==> src/rtl/rr_grant_arbiter.sv <==
// Round-robin arbiter: registered one-hot grant plus encoded index, held until release.
// Define ARB_TIMEOUT_EN to revoke grants after MAX_HOLD cycles and pulse timeout.
module rr_grant_arbiter #(
   parameter int ENCODE_WIDTH = 2,
   parameter int DECODE_WIDTH = 2**ENCODE_WIDTH,
   parameter int MAX_HOLD     = 15
) (
   input  logic                    clk,
   input  logic                    rst,
   input  logic [DECODE_WIDTH-1:0] req,
   output logic [DECODE_WIDTH-1:0] gnt,
   output logic [ENCODE_WIDTH-1:0] gnt_idx,
   output logic                    gnt_valid,
   output logic                    timeout
);

   localparam logic [0:0] IDLE = 1'b0;
   localparam logic [0:0] BUSY = 1'b1;

   if ((MAX_HOLD < 1) || (DECODE_WIDTH != 2**ENCODE_WIDTH)) begin : g_param_check
      $error("rr_grant_arbiter: MAX_HOLD must be >= 1 and DECODE_WIDTH must be 2**ENCODE_WIDTH");
   end

   logic [0:0]              state;
   logic [ENCODE_WIDTH-1:0] ptr;
   logic [ENCODE_WIDTH-1:0] win;
   logic [ENCODE_WIDTH-1:0] cand;
   logic                    found;
   logic                    held;
   logic                    revoke;
   logic                    done;

   // Circular priority search starting at ptr; index arithmetic wraps naturally.
   always_comb begin
      win   = '0;
      cand  = '0;
      found = 1'b0;
      for (int unsigned i = 0; i < DECODE_WIDTH; i++) begin
         cand = ptr + ENCODE_WIDTH'(i);
         if (!found && req[cand]) begin
            win   = cand;
            found = 1'b1;
         end
      end
   end

   assign held      = req[gnt_idx];
   assign done      = (state == BUSY) && (!held || revoke);
   assign gnt_valid = (state == BUSY);

`ifdef ARB_TIMEOUT_EN
   localparam int CNT_W = $clog2(MAX_HOLD + 1);

   logic [CNT_W-1:0] hold_cnt;

   assign revoke = (state == BUSY) && held && (hold_cnt == CNT_W'(MAX_HOLD));

   always_ff @(posedge clk or posedge rst) begin
      if (rst) begin
         hold_cnt <= '0;
         timeout  <= 1'b0;
      end else begin
         timeout <= revoke;
         if (state == IDLE) begin
            hold_cnt <= CNT_W'(found);
         end else begin
            hold_cnt <= hold_cnt + CNT_W'(1);
         end
      end
   end
`else
   assign revoke  = 1'b0;
   assign timeout = 1'b0;
`endif

   always_ff @(posedge clk or posedge rst) begin
      if (rst) begin
         state   <= IDLE;
         ptr     <= '0;
         gnt     <= '0;
         gnt_idx <= '0;
      end else begin
         case (state)
            IDLE: begin
               if (found) begin
                  state   <= BUSY;
                  gnt     <= DECODE_WIDTH'(1) << win;
                  gnt_idx <= win;
               end
            end
            BUSY: begin
               if (done) begin
                  state   <= IDLE;
                  gnt     <= '0;
                  gnt_idx <= '0;
                  ptr     <= gnt_idx + ENCODE_WIDTH'(1);
               end
            end
            default: begin
               state <= IDLE;
            end
         endcase
      end
   end

endmodule
==> config.mk <==
export PLATFORM = sky130hd
export DESIGN_NAME = rr_grant_arbiter
export DESIGN_NICKNAME = d
export VERILOG_FILES = /design/src/rtl/rr_grant_arbiter.sv
export SDC_FILE = /design/constraint.sdc
export NUM_CORES = 1
export LEC_CHECK = 0
export ABC_CLOCK_PERIOD_IN_PS = 2300
export CAP_MARGIN = 10
export CORE_AREA = 2 2 39 41
export DETAILED_ROUTE_END_ITERATION = 16
export DIE_AREA = 0 0 41 43
export PLACE_DENSITY = 0.66
export SYNTH_ARGS = -nofsm -noshare
export SYNTH_HDL_FRONTEND = slang
export SYNTH_SLANG_ARGS = --single-unit
==> constraint.sdc <==
create_clock -name clk -period 2.3 [get_ports clk]
set_input_delay 0.46 -clock clk [delete_from_list [all_inputs] [get_ports clk]]
set_output_delay 0.46 -clock clk [all_outputs]
set_load 0.03 [all_outputs]
==> results.md <==
- R2R Path End: gnt[2]
- Area growth from synthesis to layout: 29.4%
- Unique masters post-synth: 23
- Outcome: finished, final reports clean
- Port Buffers: 12
- Worst r2r src: gnt_idx[0]
- CP Max Fanout: 5
- Worst EP arrival: 1.44 ns
- Hold crit path type: in -> async
- Worst-path cell chain: clkdlybuf4s50_1
- CTS H-tree depth: 1
- Hold-fix buffers, CTS: 0
- IO Pins: 14
- Reg2Reg Depth: 4
- Max IR drop VDD: 0.684 mV
- Initial Utilization: 36.3%
- F_max: 0.528 GHz
- CP max stage cell: clkdlybuf4s50_1
- Yosys warning count: 0
- Pwr/cell area: 1400 nW/um^2
- Gr ovfl total: 0
- Crit path kind: reg -> out
- Finish-stage setup viols: 0
- CTS tree: done
- Critical Path RT: 1.84 ns
- CP startpoint kind: register
- Largest stage delay, worst path: 0.71 ns
- Mapped Area: 502 um^2
- Initial antenna violation count: 0
- CTS Sinks: 9
- Post-Syn Area per Cell: 10.5 um^2
- Routed len/inst: 13.1 um
- Setup Buffers After CTS: 0
- Vias in the first global route: 418
- Final Hold Viols: 0
- Setup total negative slack: 0 ns
- Sequential area share after synthesis: 44.9%
- Cell family with most CP delay: buffers and inverters
- Final Cycle Share: 82.4%
- Setup crit end kind: primary output
- Via-per-instance ratio: 5.29
- R2r setup slk: 0.76 ns
- Tmin final: 1.90 ns
- #FFs+latches synth: 9
- Max-Cap Viols: 0
- Syn Inst Count: 48
- First-pass GRT wire length: 1700 um
- Core area: 1380 um^2
- Global placement routability congestion: 0.698
- Fraction of layout cells with a size suffix above 1: 14.5%
- Fin nets: 69
- Reg clk slew, reported paths: 0.06 ns
- Routed Wire Length: 1020 um
- Placed cell areas: 623 um^2
- Clock Latency Late Sink: 0.26 ns
- Initial drt markers: 1
- Layout Skew: 0.00344 ns
- Die width: 41 um
- Pin count of the biggest net entering global routing: 10
- ANT nets after route: 0
- Max-slew violation count: 0
- # rows: 14
- Hpwl dp: 784 um
- CTS max path bufs: 2
- Overall Power: 0.912 mW
- Synth Net Count: 54
- Total CTS buffers: 3
- Die footprint: 1760 um^2
- Diodes inserted: 0
- DRT Pass-1 Iters: 2
- Root Driver: clkbuf_4
- GR Util All Layers: 13.9%
- # resized after CTS: 0
- Final Cell Area: 649 um^2
- Unrepaired setup endpoints after global routing: false
- # DRC: 0
- Leak pwr: 0.274 nW
- Final Core Density: 46.9%
- Die height: 43 um
- Worst Path Buf+Inv: 1
- Via count: 413
-- cells in the mapped netlist --
| master | count | area [um^2] |
|---|---|---|
| xnor2_1 | 1 | 8.76 |
| nand2b_1 | 1 | 6.26 |
| buf_6 | 1 | 11.3 |
| a22o_1 | 2 | 17.5 |
| mux4_2 | 1 | 22.5 |
| mux2i_1 | 3 | 30.0 |
| nand2_2 | 2 | 12.5 |
| a21oi_1 | 4 | 20.0 |
| nor2_2 | 1 | 6.26 |
| nor3_1 | 1 | 5.00 |
| nand2_1 | 2 | 7.51 |
| nor2_1 | 4 | 15.0 |
| conb_1 | 1 | 3.75 |
| o22a_2 | 1 | 10.0 |
| inv_1 | 3 | 11.3 |
| buf_4 | 1 | 7.51 |
| a32o_1 | 4 | 40.0 |
| o21ai_0 | 2 | 10.0 |
| dfrtp_1 | 9 | 225 |
| o21a_1 | 1 | 7.51 |
| o22ai_1 | 1 | 6.26 |
| or3_4 | 1 | 11.3 |
| nor4_1 | 1 | 6.26 |
-- worst max-delay path by stage --
| stage | end | start | cells after the start |
|---|---|---|---|
| CTS | gnt_idx[0] | gnt_idx[0] | 1 |
| global route | gnt_idx[0] | gnt_idx[0] | 1 |
| finish | gnt_idx[1] | gnt_idx[1] | 1 |
| global placement | gnt[2] | req[3] | 5 |
| detailed placement | gnt[2] | req[3] | 5 |
| floorplan | gnt[0] | gnt_idx[0] | 4 |
-- cell families (layout without fill, tap and decap cells) --
| kind of cell | after synthesis | count (layout) | share of synthesized area, % |
|---|---|---|---|
| compound gates | 15 | 15 | 22.2 |
| simple gates | 13 | 13 | 14.0 |
| flops | 9 | 9 | 44.9 |
| buf+inv | 5 | 19 | 5.99 |
| mux | 4 | 4 | 10.5 |
| other cells | 1 | 1 | 0.747 |
| xor+xnor | 1 | 1 | 1.75 |
-- layout by cell type (no fill, tap or decap), types with 2 or more instances in the layout --
cell | synthesis | layout
inv_1 | 3 | 3
dfrtp_1 | 9 | 9
a21oi_1 | 4 | 4
nand2_1 | 2 | 2
nor2_1 | 4 | 4
clkbuf_4 | 0 | 3
clkdlybuf4s50_1 | 0 | 12
nand2_2 | 2 | 2
a22o_1 | 2 | 2
a32o_1 | 4 | 4
o21ai_0 | 2 | 2
mux2i_1 | 3 | 3
-- worst register-to-register path, delay by kind of cell (launching register included) --
family	cells	cell delay, ns
and+or+nand+nor	2	0.19
DFF	1	0.46
AOI/OAI and AO/OA	1	0.21
muxes	1	0.57
-- metrics by stage --
step / hold slack, ns / cells / setup WS [ns]
after floorplan: 0.288 / 48 / 0.673
after global placement: 0.494 / 74 / 0.253
after detailed placement: 0.490 / 74 / 0.252
after CTS: 0.461 / 78 / 0.396
after global routing: 0.512 / 78 / 0.361
final: 0.445 / 78 / 0.404
-- layout make-up --
type	count	area, um^2
inverter	3	11.3
sequential	9	225
clock buffer	4	26.3
fill	138	734
tap	16	20.0
multi-input combinational	34	246
timing repair buffer	12	120
-- layer usage --
metal / routed length (um) / GRT usage, %
met5: 0 / 0
met4: 18 / 8.00
met3: 58 / 1.57
met2: 446 / 18.1
met1: 496 / 21.3
-- flip-flops by register name, summed over array words and instances (netlist names) --
| register | cells |
|---|---|
| gnt_idx | 2 |
| ptr | 2 |
| gnt_valid | 1 |
| gnt | 4 |
-- report_power, final --
part	switching, mW	internal, mW
Combinational	0.259	0.225
Clock	0.0554	0.0669
Sequential	0.0769	0.229
Total	0.391	0.520
(Power assumes the default switching activity.)
